## src/rtl/serial_subtractor16_if.sv

```systemverilog
// Start/busy/done handshake and operand/result bus for serial_subtractor16.
// Optional overflow flag V exists only when SUB_OVERFLOW_EN is defined.
interface serial_subtractor16_if #(
   parameter int WIDTH = 16
);
   logic             start;
   logic [WIDTH-1:0] X;
   logic [WIDTH-1:0] Y;
   logic             Bi;
   logic             busy;
   logic             done;
   logic [WIDTH-1:0] D;
   logic             Bo;
`ifdef SUB_OVERFLOW_EN
   logic             V;

   modport master (
      output start, X, Y, Bi,
      input  busy, done, D, Bo, V
   );
   modport slave (
      input  start, X, Y, Bi,
      output busy, done, D, Bo, V
   );
`else
   modport master (
      output start, X, Y, Bi,
      input  busy, done, D, Bo
   );
   modport slave (
      input  start, X, Y, Bi,
      output busy, done, D, Bo
   );
`endif
endinterface

```

## src/rtl/serial_subtractor16.sv

```systemverilog
// Bit-serial D = X - Y - Bi, LSB first, one bit per clock.
// Define SUB_OVERFLOW_EN to add the registered signed-overflow output V.
module serial_subtractor16 #(
   parameter int WIDTH = 16,
   parameter int CNT_W = 5
) (
   input logic                clk,
   input logic                rst,
   serial_subtractor16_if.slave bus
);
   typedef enum logic {
      IDLE,
      RUN
   } state_t;

   localparam logic [CNT_W-1:0] LAST = CNT_W'(WIDTH - 1);

   state_t           state_q;
   state_t           state_d;
   logic [WIDTH-1:0] xs;
   logic [WIDTH-1:0] ys;
   logic [WIDTH-1:0] rs;
   logic             b;
   logic [CNT_W-1:0] cnt;
   logic             load;
   logic             fin;
   logic             s;
   logic             b_nx;
   logic             done_q;
   logic [WIDTH-1:0] d_q;
   logic             bo_q;

   assign s    = xs[0] ^ ys[0] ^ b;
   assign b_nx = (~xs[0] & ys[0]) | (~(xs[0] ^ ys[0]) & b);

   always_comb begin
      state_d = state_q;
      load    = 1'b0;
      fin     = 1'b0;
      unique case (state_q)
         IDLE: begin
            if (bus.start) begin
               load    = 1'b1;
               state_d = RUN;
            end
         end
         RUN: begin
            if (cnt == LAST) begin
               fin     = 1'b1;
               state_d = IDLE;
            end
         end
         default: state_d = IDLE;
      endcase
   end

   always_ff @(posedge clk) begin
      if (rst) begin
         state_q <= IDLE;
         xs      <= '0;
         ys      <= '0;
         rs      <= '0;
         b       <= 1'b0;
         cnt     <= '0;
         done_q  <= 1'b0;
         d_q     <= '0;
         bo_q    <= 1'b0;
      end else begin
         state_q <= state_d;
         done_q  <= fin;
         if (load) begin
            xs  <= bus.X;
            ys  <= bus.Y;
            b   <= bus.Bi;
            cnt <= '0;
         end else if (state_q == RUN) begin
            xs  <= xs >> 1;
            ys  <= ys >> 1;
            b   <= b_nx;
            rs  <= {s, rs[WIDTH-1:1]};
            cnt <= cnt + 1'b1;
         end
         if (fin) begin
            d_q  <= {s, rs[WIDTH-1:1]};
            bo_q <= b_nx;
         end
      end
   end

`ifdef SUB_OVERFLOW_EN
   logic v_q;

   // On the last bit xs[0]/ys[0] are the operand sign bits and s is D's sign
   always_ff @(posedge clk) begin
      if (rst) begin
         v_q <= 1'b0;
      end else if (fin) begin
         v_q <= (xs[0] ^ ys[0]) & (s ^ xs[0]);
      end
   end

   assign bus.V = v_q;
`endif

   assign bus.busy = (state_q == RUN);
   assign bus.done = done_q;
   assign bus.D    = d_q;
   assign bus.Bo   = bo_q;
endmodule
```

## src/flat_wrapper.sv

```systemverilog
// flat-port wrapper written by rule: the top's interface ports become plain ports
module serial_subtractor16_flat 
#(
   parameter int WIDTH = 16,
   parameter int CNT_W = 5
)
  (clk, rst, bus_start, bus_X, bus_Y, bus_Bi, bus_busy, bus_done, bus_D, bus_Bo);
  serial_subtractor16_if #(.WIDTH(WIDTH)) bus_i ();
  input logic clk;
  input logic rst;
  input wire logic [$bits(bus_i.start)-1:0] bus_start;
  input wire logic [$bits(bus_i.X)-1:0] bus_X;
  input wire logic [$bits(bus_i.Y)-1:0] bus_Y;
  input wire logic [$bits(bus_i.Bi)-1:0] bus_Bi;
  output wire logic [$bits(bus_i.busy)-1:0] bus_busy;
  output wire logic [$bits(bus_i.done)-1:0] bus_done;
  output wire logic [$bits(bus_i.D)-1:0] bus_D;
  output wire logic [$bits(bus_i.Bo)-1:0] bus_Bo;
  assign bus_i.start = bus_start;
  assign bus_i.X = bus_X;
  assign bus_i.Y = bus_Y;
  assign bus_i.Bi = bus_Bi;
  assign bus_busy = bus_i.busy;
  assign bus_done = bus_i.done;
  assign bus_D = bus_i.D;
  assign bus_Bo = bus_i.Bo;
  serial_subtractor16 #(.WIDTH(WIDTH), .CNT_W(CNT_W)) u_core (.clk(clk), .rst(rst), .bus(bus_i));
endmodule
```

## config.mk

```make
export PLATFORM = sky130hd
export DESIGN_NAME = serial_subtractor16_flat
export DESIGN_NICKNAME = d
export VERILOG_FILES = /design/src/rtl/serial_subtractor16_if.sv /design/src/rtl/serial_subtractor16.sv /design/src/flat_wrapper.sv
export SDC_FILE = /design/constraint.sdc
export NUM_CORES = 1
export LEC_CHECK = 0
export ABC_AREA = 1
export BUFFER_PORTS_ARGS = -buffer_cell sky130_fd_sc_hd__buf_2
export CAP_MARGIN = 20
export CORE_ASPECT_RATIO = 1.5
export CORE_MARGIN = 3
export CORE_UTILIZATION = 50
export DETAILED_ROUTE_END_ITERATION = 8
export HOLD_SLACK_MARGIN = 0.05
export PLACE_DENSITY = 0.73
export SYNTH_ARGS = -nofsm -noshare
export SYNTH_HDL_FRONTEND = slang
export SYNTH_SLANG_ARGS = --single-unit
```

## constraint.sdc

```tcl
create_clock -name clk -period 2.2 [get_ports clk]
set_clock_uncertainty 0.15 [all_clocks]
set_input_delay 0.55 -clock clk [delete_from_list [all_inputs] [get_ports clk]]
set_output_delay 0.55 -clock clk [all_outputs]
set_load 0.01 [all_outputs]
```

# Word-level counts from Yosys, hierarchy flattened
# Index checks and enable logic that the tools add are counted.
word_totals:
  out_inout_bits: 19
  wordCells: 35
  ff_bits: 73
  input_bits: 36
classes:
  n_eq_ne: 1
  add_sub_neg: 1
  bitwise_logic: 9
  n_reduce_logical: 3
  mux: 12
ops:
  columns: ["operator", "n"]
  rows:
  - ["16-bit two-way mux", 4]
  - ["1-bit two-way mux", 7]
  - ["5-bit by 1-bit adder with 5-bit output (second input constant)", 1]
  - ["5-bit by 4-bit equality test with 1-bit output (second input constant)", 1]
  - ["1-bit NOT", 4]
  - ["1-bit AND", 2]
  - ["1-bit one-hot mux with 2 select lines", 1]
  - ["2-bit AND reduction", 1]
  - ["2-bit nonzero test", 1]
  - ["2-bit OR reduction", 1]
  - ["1-bit XOR", 2]
  - ["1-bit OR", 1]

# Logic depth before layout (Yosys ltp)
logic_depth:
  word_depth: 6
  depth_mapped: 8
  ltp_nobuf: 8

# Worst setup path before layout
# OpenSTA, ideal clock, no wires.
synth_timing:
  path_kind: "register -> register"
  startpoint: "register u_core.cnt[0]"
  endpoint: "register u_core.d_q[0], in the netlist u_core.bus.D[0]"
  setup_ns: 0.113
  path_stages_with_launch: 9
  n_path_buf: 1
  arrival_ns: 1.265
  period_less_slack_ns: 1.529
  slack_ns: 0.671
  required_time_ns: 1.937
  cell_sequence: "dfxtp_1 -> ha_1 -> inv_1 -> nor3_1 -> ha_1 -> nand2_2 -> buf_2 -> nand3_1 -> nand2_1"
synth_via:
  elab_chain_cells: 3
synth_lines:
  columns: ["element", "line", "source"]
  rows:
  - ["from (decl)", "serial_subtractor16.sv:24", "logic [CNT_W-1:0] cnt;"]
  - ["from (signal assigned)", "serial_subtractor16.sv:81", "cnt <= cnt + 1'b1;"]
  - ["5-bit by 4-bit equality test with 1-bit output", "serial_subtractor16.sv:48", "if (cnt == LAST) begin"]
  - ["1-bit two-way mux", "serial_subtractor16.sv:48", null]
  - ["1-bit two-way mux", "serial_subtractor16.sv:40", "unique case (state_q)"]
  - ["to (signal assigned)", "serial_subtractor16.sv:84", "d_q <= {s, rs[WIDTH-1:1]};"]
  - ["to (decl)", "serial_subtractor16.sv:30", "logic [WIDTH-1:0] d_q;"]
# Every way passes these cells.
# A chain may end at the register's enable or synchronous reset.

# Worst setup path in the final report
layout_timing:
  startpoint: "register u_core.state_q, in the netlist u_core.bus.busy"
  endpoint: "output port bus_busy"
layout_rtl:
  columns: ["element", "line", "source"]
  rows:
  - ["from (decl)", "serial_subtractor16.sv:18", "state_t state_q;"]
  - ["from (signal assigned)", "serial_subtractor16.sv:69", "state_q <= state_d;"]
  - ["to (decl)", "flat_wrapper.sv:15", "output wire logic [$bits(bus_i.busy)-1:0] bus_busy;"]
# No word-level cell between the ends.

==> metrics <==
Peak VDD IR 0.599 mV; fillers 550; Die H 102 um; WHS 247 ps; Overall Global Routing Usage 18.3%; WL per Instance 11.3 um; Static Leakage approximately 1.8 nW; synthesized instance count 415; CP Launch Type register; area of placed instances 0.00327 mm^2; Final period util 87.2%; slowest stage cell on the critical path dfxtp_2; Yosys reg bits 72; total CTS buffers 9; Worst EP arrival 1220 ps; Via density 4.94; via count of the routed design 2,655; Skew-Pair Late Insertion Delay around 340 ps; final instance area around 0.0035 mm^2; Bufs and invs on worst path 1; first-pass GRT wire length 10,400 um; share of layout cells above drive strength 1 18.5%; library cells used by synthesis 26; vias in the first global route about 2,400; critical path class reg -> out; CP Max Fanout 27; H-tree Lvls 3; synthesized net count 454; Placed Cells 521; final WL 6090 um; Avg Inst Size Synth 7.35 um^2; delay-heaviest family, CP flip-flops; Clock Sinks 72; Die X 69.8 um; DRC Markers 0; DP Wirelength 4030 um; pin count of the biggest net entering global routing 46; Worst Tran Pin Value 493 ps; area delta synth->final 15.1%; Synthesis Warnings 0; max cap viols 0; Initial Util 52.0%; pwr dens around 830 mW/mm^2; Hold Path Origin rst; commonest non-fill, non-tap cells in the layout 121 x nand2_1, 79 x nand3_1, 71 x dfxtp_1; Root Buffer clkbuf_8; diodes inserted 0; Ports 55; status finished, final reports clean; Clock transition at path regs about 80 ps; Pwr Total between 2 and 3 mW; nets 499; antenna violations before repair 0; Max-slew headroom 67.2%; minimum clock period 1920 ps; fin. max-slew vios 0; commonest non-fill, non-tap cell in the layout nand2_1; Mapped Area 0.00305 mm^2; CP startpoint u_core.bus.busy; final hold vios 0; RSZ-0062 raised after global routing false; final setup fails 0; CP cell instances buf_2; post-CTS setup buffers 0; worst r2r src u_core.cnt[0]; DRT iter0 DRCs 170; hold buffers post-CTS 0; Core ar. just under 0.006 mm^2; Resize count post-CTS 0; Post-DRT Antenna Nets 0; GRT overflow 0; crit path capture type primary output; CTS tree built; Hold WC Path Type in -> reg; Worst EP required about 1500 ps; fmax 521 MHz; slowest stage delay, CP ~650 ps; die area 0.00710 mm^2; TNS Setup 0 ps; drt pass-1 iters 5; Rows 34; non-filler cells, final 537; RD Place Congestion 0.763; Clock Tree Buf Depth 2; port buffer count 54; register area share after synthesis 47.2%
-- routing by layer --
| layer | vias to the layer above | track usage (%) | wire (um) |
|---|---|---|---|
| li1 | 1397 | - | - |
| met1 | 1182 | 21.3 | 2570 |
| met2 | 68 | 31.5 | 3070 |
| met3 | 8 | 4.37 | 352 |
| met4 | 0 | 9.00 | 96 |
| met5 | - | 0 | 0 |
-- state kept, by name (all words and copies together), names as in the netlist --
name             flops
u_core.b             1
u_core.bus.Bo        1
u_core.bus.D        16
u_core.bus.busy      1
u_core.bus.done      1
u_core.cnt           5
u_core.rs           15
u_core.xs           16
u_core.ys           16
-- logic make-up after synthesis --
group           share of synthesized area, %
buf+inv                                 12.2
fa+ha+maj                               1.48
compound gates                          6.40
flops                                   47.2
simple gates                            32.7
-- metrics by stage --
| stage | setup slack (ps) | util [%] |
|---|---|---|
| 2_1_floorplan | 671 | - |
| 3_5_place_dp | 485 | 55.7 |
| 3_3_place_gp | 521 | 55.7 |
| 6_report | 282 | 59.8 |
| 4_1_cts | 280 | 59.8 |
| 5_1_grt | 210 | 59.8 |
-- cell usage after synthesis --
cell type	instances	share of area, %
a21oi_1	14	2.3
buf_1	2	0.25
buf_2	10	1.6
buf_4	6	1.5
buf_6	6	2.2
buf_8	1	0.49
clkbuf_1	1	0.12
clkinv_1	1	0.12
dfxtp_1	72	47
fa_1	1	0.66
ha_1	2	0.82
inv_1	45	5.5
inv_2	1	0.12
inv_4	1	0.21
nand2_1	121	15
nand2_2	1	0.21
nand3_1	79	13
nand3_2	1	0.33
nor2_1	18	2.2
nor2_8	1	0.66
nor3_1	2	0.33
nor3_2	1	0.33
nor3b_2	1	0.41
o21ai_0	24	3.9
o21ai_1	1	0.16
or2_2	2	0.41
-- worst paths after layout --
path                                         end  slack (ps)  cells after the start
worst max register to register   u_core.bus.D[9]         480                      8
worst min register to register  u_core.bus.D[12]         310                      2
worst max-delay path                    bus_busy         280                      1
worst min-delay path               u_core.ys[15]         250                      2
-- layout make-up --
| class | count | area (um^2) | area share, % |
|---|---|---|---|
| repair buffers | 60 | 315 | 8.97 |
| multi-input cells | 269 | 1240 | 35.3 |
| inverters | 48 | 183 | 5.20 |
| clock buffers | 9 | 124 | 3.53 |
| flip-flops and latches | 72 | 1440 | 41.1 |
| clock inverters | 7 | 120 | 3.42 |
| well taps | 72 | 90.1 | 2.56 |
-- where the power goes --
part           switching [mW]  internal (mW)  leakage, nW  total (mW)
Combinational           0.152         0.0962         1.09       0.248
Sequential             0.0408           1.36        0.589        1.40
Clock                   0.497          0.754        0.119        1.25
Total                   0.690           2.21         1.79        2.90
Power figures use the tool's default switching activity.
